File: src/rtl/sentinel_attempt_guard.sv
// Key/commit conditioning and attempt-guard FSM for the Sentinel lock front-end.
// Counts consecutive bad keys and imposes a timed lockout after too many failures.

module sentinel_debounce #(
    parameter int WIDTH         = 1,
    parameter int STABLE_CYCLES = 16
) (
    input  logic             clk,
    input  logic             rst_n,
    input  logic [WIDTH-1:0] raw,
    output logic [WIDTH-1:0] deb
);
    localparam int CW = $clog2(STABLE_CYCLES);

    logic [WIDTH-1:0] sync1_reg;
    logic [WIDTH-1:0] sync2_reg;
    logic [WIDTH-1:0] cand_reg;
    logic [WIDTH-1:0] deb_reg;
    logic [CW-1:0]    cnt_reg;

    always_ff @(posedge clk or negedge rst_n) begin
        if (!rst_n) begin
            sync1_reg <= '0;
            sync2_reg <= '0;
            cand_reg  <= '0;
            deb_reg   <= '0;
            cnt_reg   <= '0;
        end else begin
            sync1_reg <= raw;
            sync2_reg <= sync1_reg;
            if (sync2_reg != cand_reg) begin
                cand_reg <= sync2_reg;
                cnt_reg  <= '0;
            end else if (cnt_reg == CW'(STABLE_CYCLES - 1)) begin
                deb_reg <= cand_reg;
            end else begin
                cnt_reg <= cnt_reg + 1'b1;
            end
        end
    end

    assign deb = deb_reg;
endmodule

module sentinel_attempt_guard #(
    parameter logic [7:0] KEY            = 8'hB6,
    parameter int         STABLE_CYCLES  = 16,
    parameter int         MAX_FAILS      = 3,
    parameter int         LOCKOUT_CYCLES = 1024
) (
    input  logic       clk,
    input  logic       rst_n,
    input  logic       ena,
    input  logic [7:0] sw_in,
    input  logic       commit_in,
    output logic [7:0] key_stable,
    output logic       auth_ok,
    output logic       locked_out,
    output logic [2:0] fail_count,
    output logic [1:0] state_code
);
    localparam int TW = $clog2(LOCKOUT_CYCLES);

    typedef enum logic [1:0] {
        IDLE    = 2'd0,
        EVAL    = 2'd1,
        GRANTED = 2'd2,
        LOCKOUT = 2'd3
    } state_t;

    logic [7:0]    key_deb;
    logic          commit_deb;
    logic          commit_deb_d_reg;
    logic          commit_event;
    state_t        state_reg, state_next;
    logic [2:0]    fail_count_reg, fail_count_next;
    logic [2:0]    fail_inc;
    logic [TW-1:0] timer_reg, timer_next;

    sentinel_debounce #(.WIDTH(8), .STABLE_CYCLES(STABLE_CYCLES)) u_key_deb (
        .clk   (clk),
        .rst_n (rst_n),
        .raw   (sw_in),
        .deb   (key_deb)
    );

    sentinel_debounce #(.WIDTH(1), .STABLE_CYCLES(STABLE_CYCLES)) u_commit_deb (
        .clk   (clk),
        .rst_n (rst_n),
        .raw   (commit_in),
        .deb   (commit_deb)
    );

    // Rising edge of the debounced button: one event per press, however long it is held.
    always_ff @(posedge clk or negedge rst_n) begin
        if (!rst_n) begin
            commit_deb_d_reg <= 1'b0;
        end else begin
            commit_deb_d_reg <= commit_deb;
        end
    end

    assign commit_event = commit_deb & ~commit_deb_d_reg;

    always_ff @(posedge clk or negedge rst_n) begin
        if (!rst_n) begin
            state_reg      <= IDLE;
            fail_count_reg <= '0;
            timer_reg      <= '0;
        end else begin
            state_reg      <= state_next;
            fail_count_reg <= fail_count_next;
            timer_reg      <= timer_next;
        end
    end

    always_comb begin
        state_next      = state_reg;
        fail_count_next = fail_count_reg;
        timer_next      = timer_reg;
        fail_inc        = fail_count_reg + 3'd1;
        if (ena) begin
            case (state_reg)
                IDLE: begin
                    if (commit_event) begin
                        state_next = EVAL;
                    end
                end
                EVAL: begin
                    if (key_deb == KEY) begin
                        state_next      = GRANTED;
                        fail_count_next = '0;
                    end else begin
                        fail_count_next = fail_inc;
                        if (fail_inc == 3'(MAX_FAILS)) begin
                            state_next = LOCKOUT;
                            timer_next = TW'(LOCKOUT_CYCLES - 1);
                        end else begin
                            state_next = IDLE;
                        end
                    end
                end
                GRANTED: begin
                    if (key_deb != KEY) begin
                        state_next = IDLE;
                    end
                end
                LOCKOUT: begin
                    // The load value is one less than the duration, so zero is the last locked cycle.
                    if (timer_reg == '0) begin
                        state_next      = IDLE;
                        fail_count_next = '0;
                    end else begin
                        timer_next = timer_reg - 1'b1;
                    end
                end
                default: state_next = IDLE;
            endcase
        end
    end

    assign key_stable = key_deb;
    assign auth_ok    = (state_reg == GRANTED);
    assign locked_out = (state_reg == LOCKOUT);
    assign fail_count = fail_count_reg;
    assign state_code = state_reg;
endmodule

File: config.mk
export PLATFORM = sky130hd
export DESIGN_NAME = sentinel_attempt_guard
export DESIGN_NICKNAME = d
export VERILOG_FILES = /design/src/rtl/sentinel_attempt_guard.sv
export SDC_FILE = /design/constraint.sdc
export NUM_CORES = 1
export LEC_CHECK = 0
export ABC_AREA = 1
export CAP_MARGIN = 20
export CORE_AREA = 2 2 109 111
export CTS_BUF_LIST = sky130_fd_sc_hd__clkbuf_16
export DETAILED_ROUTE_END_ITERATION = 7
export DIE_AREA = 0 0 111 113
export SLEW_MARGIN = 20
export SYNTH_ARGS = -nofsm -noshare
export SYNTH_HDL_FRONTEND = slang
export SYNTH_SLANG_ARGS = --single-unit
File: constraint.sdc
create_clock -name clk -period 2.65 [get_ports clk]
set_clock_uncertainty 0.05 [all_clocks]
set_input_delay 0.53 -clock clk [delete_from_list [all_inputs] [get_ports clk]]
set_output_delay 0.53 -clock clk [all_outputs]
set_load 0.005 [all_outputs]
==> flow_summary.toml <==
[critical_path]
cp_max_fo = 11
worstPathCellList = "nand2_1, inv_2, clkdlybuf4s50_1"
end_kind = "output pin"
rrSetupSlack_ps = 870
r2r_end = "timer_reg[8]"
required_ps = 2070
arrival_ps = 1620
critPathKind = "flop to output pin"
critical-path-max-stage-delay_ps = 550
crit_buf_inv = 2
crit_family = "buffers and inverters"
cpMaxStageDelayCell = "clkdlybuf4s50_1"
rr_worst_depth = 10
start_kind = "flop"
r2r_start = "timer_reg[0]"

[yosys]
synth_top_area_frac = 0.540
synth_edf_count = 0
async_flop_share = 1.00
synthFlopType = "dfrtp_1"
yosysUniqueCellTypes = 28
ys_ff_latch = 60
synth_nets = 335
yosysTopAreaCell = "dfrtp_1"
synth.cell_area_um2 = 2780
ys_seq_area_frac = 0.540
ys_top_cells_by_area = "dfrtp_1 54%, nand2_1 12%, nand3_1 5.6%"
syn_avg_cell_area_um2 = 8.75
synthTopCellsByCount = "90 x nand2_1, 60 x dfrtp_1, 34 x inv_1, 31 x nand3_1, 29 x nor2_1"
synth.yosys.warnings = 0
syn_inst = 318
yosysMostFrequentCell = "nand2_1"

[cts]
cts_tree = "yes"
root_buffer = "clkbuf_16"
clock_latency_ps = 330
cts_made_buffers = 9
hold_buffers = 0
cts_num_sinks = 60
clk_pin_slew_ps = 60
cts-htree-levels = 3
clock_path_buffers = 2
cts_resized = 0
post_cts_buffers = 0

[placement]
dp.cells = 476
port_buffers = 26
place.gp.congestion = 0.741
hpwl_um = 3740
place_ws_ps = 775

[final_layout]
nets = 361
diodes = 0
layout.cells.non_filler = 492
largest_register_ffs = 10
layout-drive-gt1-share = 0.138
area_delta_synth_final_pct = 24.7

[floorplan]
fp.dieW_um = 111
dieArea_um2 = 12500
fp-row-count = 39
ios = 27
core_um2 = 11300
initial_utilization = 0.247
die_h_um = 113

[timing]
rsz0062_at_grt = "no"
slew_violations = 0
period_needed_ps = 2200
worst_slew_pin_slew_ps = 628
max_freq_mhz = 454
fin_crit_sh = 0.832
slew_headroom = 0.581
fin_ws_ps = 446
setup_viol = 0
hold_viol = 0
tns_ps = 0

[routing]
route.vias.total = 2044
drt_first_pass_iters = 6
wire_per_inst_um = 10.7
drt_iter0_markers = 121
viasPerCell = 4.15
drc = 0
wl_um = 5280
ant_nets = 0

[outcome]
status = "complete, no violations"

[run]
maxCapViolations = 0

[power]
fin_total_pwr_mw = 3.11
seqPwrFrac = 0.385
p_switching_mw = 1.08
leakagePower_nw = 1.62
max-vdd-ir-drop_uv = 401
internal_power_mw = 2.03
clockPowerShare = 0.349
power.density_nw_per_um2 = 897
comb_power_share = 0.266
swShare = 0.347

[global_route]
grt_pass1_vias = 2062
grtUsageTotal = 0.0921
antenna_found_initial = 0
grt_pass1_wl_um = 9300
grt_max_degree = 37
grt_overflow = 0

[hold_path]
hp-class = "primary input to asynchronous set/reset pin"
[cell usage in the layout, fill, tap and decap left out, types with 2 or more instances in the layout]
master	Yosys	routed
nor2_2	2	2
nand4_1	3	3
inv_1	34	34
ha_1	5	5
clkdlybuf4s50_1	0	25
dfrtp_1	60	60
nand2_2	3	3
nand3_2	12	12
buf_4	0	2
a21oi_1	4	4
nand3_1	31	31
o21ai_0	6	6
nor2_1	29	29
nand2_1	90	90
inv_6	0	4
xnor2_1	4	4
a211oi_1	2	2
xor2_1	2	2
or2_2	2	2
nor3_1	2	2
nand2_4	2	2
inv_2	3	3
clkbuf_16	0	9
nor2_4	3	3
[worst reg2reg max path, delay by kind of cell (launching register included)]
family	cells	cell delay (ps)
buffers and inverters	1	110
DFF	1	370
adders and majority gates	1	230
and+or+nand+nor	8	940
[cells by family (layout without fill, tap and decap cells)]
group,Yosys count,in the layout,share of synthesized area
XOR/XNOR,6,6,0.0189
AND/OR/NAND/NOR,181,181,0.315
AO/OA/AOI/OAI,15,15,0.0315
adder cells (fa/ha/maj),5,5,0.0225
buffers and inverters,51,82,0.0728
flip-flops,60,60,0.540
[power by group through the flow]
stage	clock network [mW]	logic (mW)	registers (mW)
2_1_floorplan	0	0.617	1.19
3_3_place_gp	0	0.807	1.21
3_5_place_dp	0	0.834	1.22
4_1_cts	1.11	0.839	1.20
5_1_grt	1.15	0.957	1.22
6_report	1.09	0.827	1.20
[per-stage QoR]
stage / hold slack, ps / cell area [um^2] / util
finish: 174 / 3470 / 0.308
detailed placement: 285 / 3190 / 0.283
CTS: 202 / 3470 / 0.308
global placement: 283 / 3190 / 0.283
floorplan: 184 / 2780 / -
global route: 236 / 3470 / 0.308
[cell type report]
class / instances / area (um^2)
inverters: 37 / 139
clock inverters: 7 / 56.3
clock buffers: 9 / 225
well taps: 143 / 179
repair buffers: 29 / 290
fillers: 1162 / 7800
flip-flops and latches: 60 / 1500
multi-input cells: 207 / 1080
[worst max-delay path by stage]
stage | startpoint | to | cells past startpoint
floorplan | timer_reg[0] | timer_reg[9] | 10
global placement | state_code[0] | locked_out | 3
detailed placement | state_code[0] | locked_out | 3
CTS | state_code[0] | locked_out | 3
global route | state_code[0] | locked_out | 3
finish | state_code[0] | locked_out | 3
[routing by layer]
layer	GRT usage	vias to the layer above	share of wire
met4	0.0325	0	0.013
met2	0.153	34	0.48
met1	0.113	963	0.48
met5	0	-	0
li1	-	1040	-
met3	0.0316	7	0.035
Note: power is estimated with default switching activity, not from simulation.
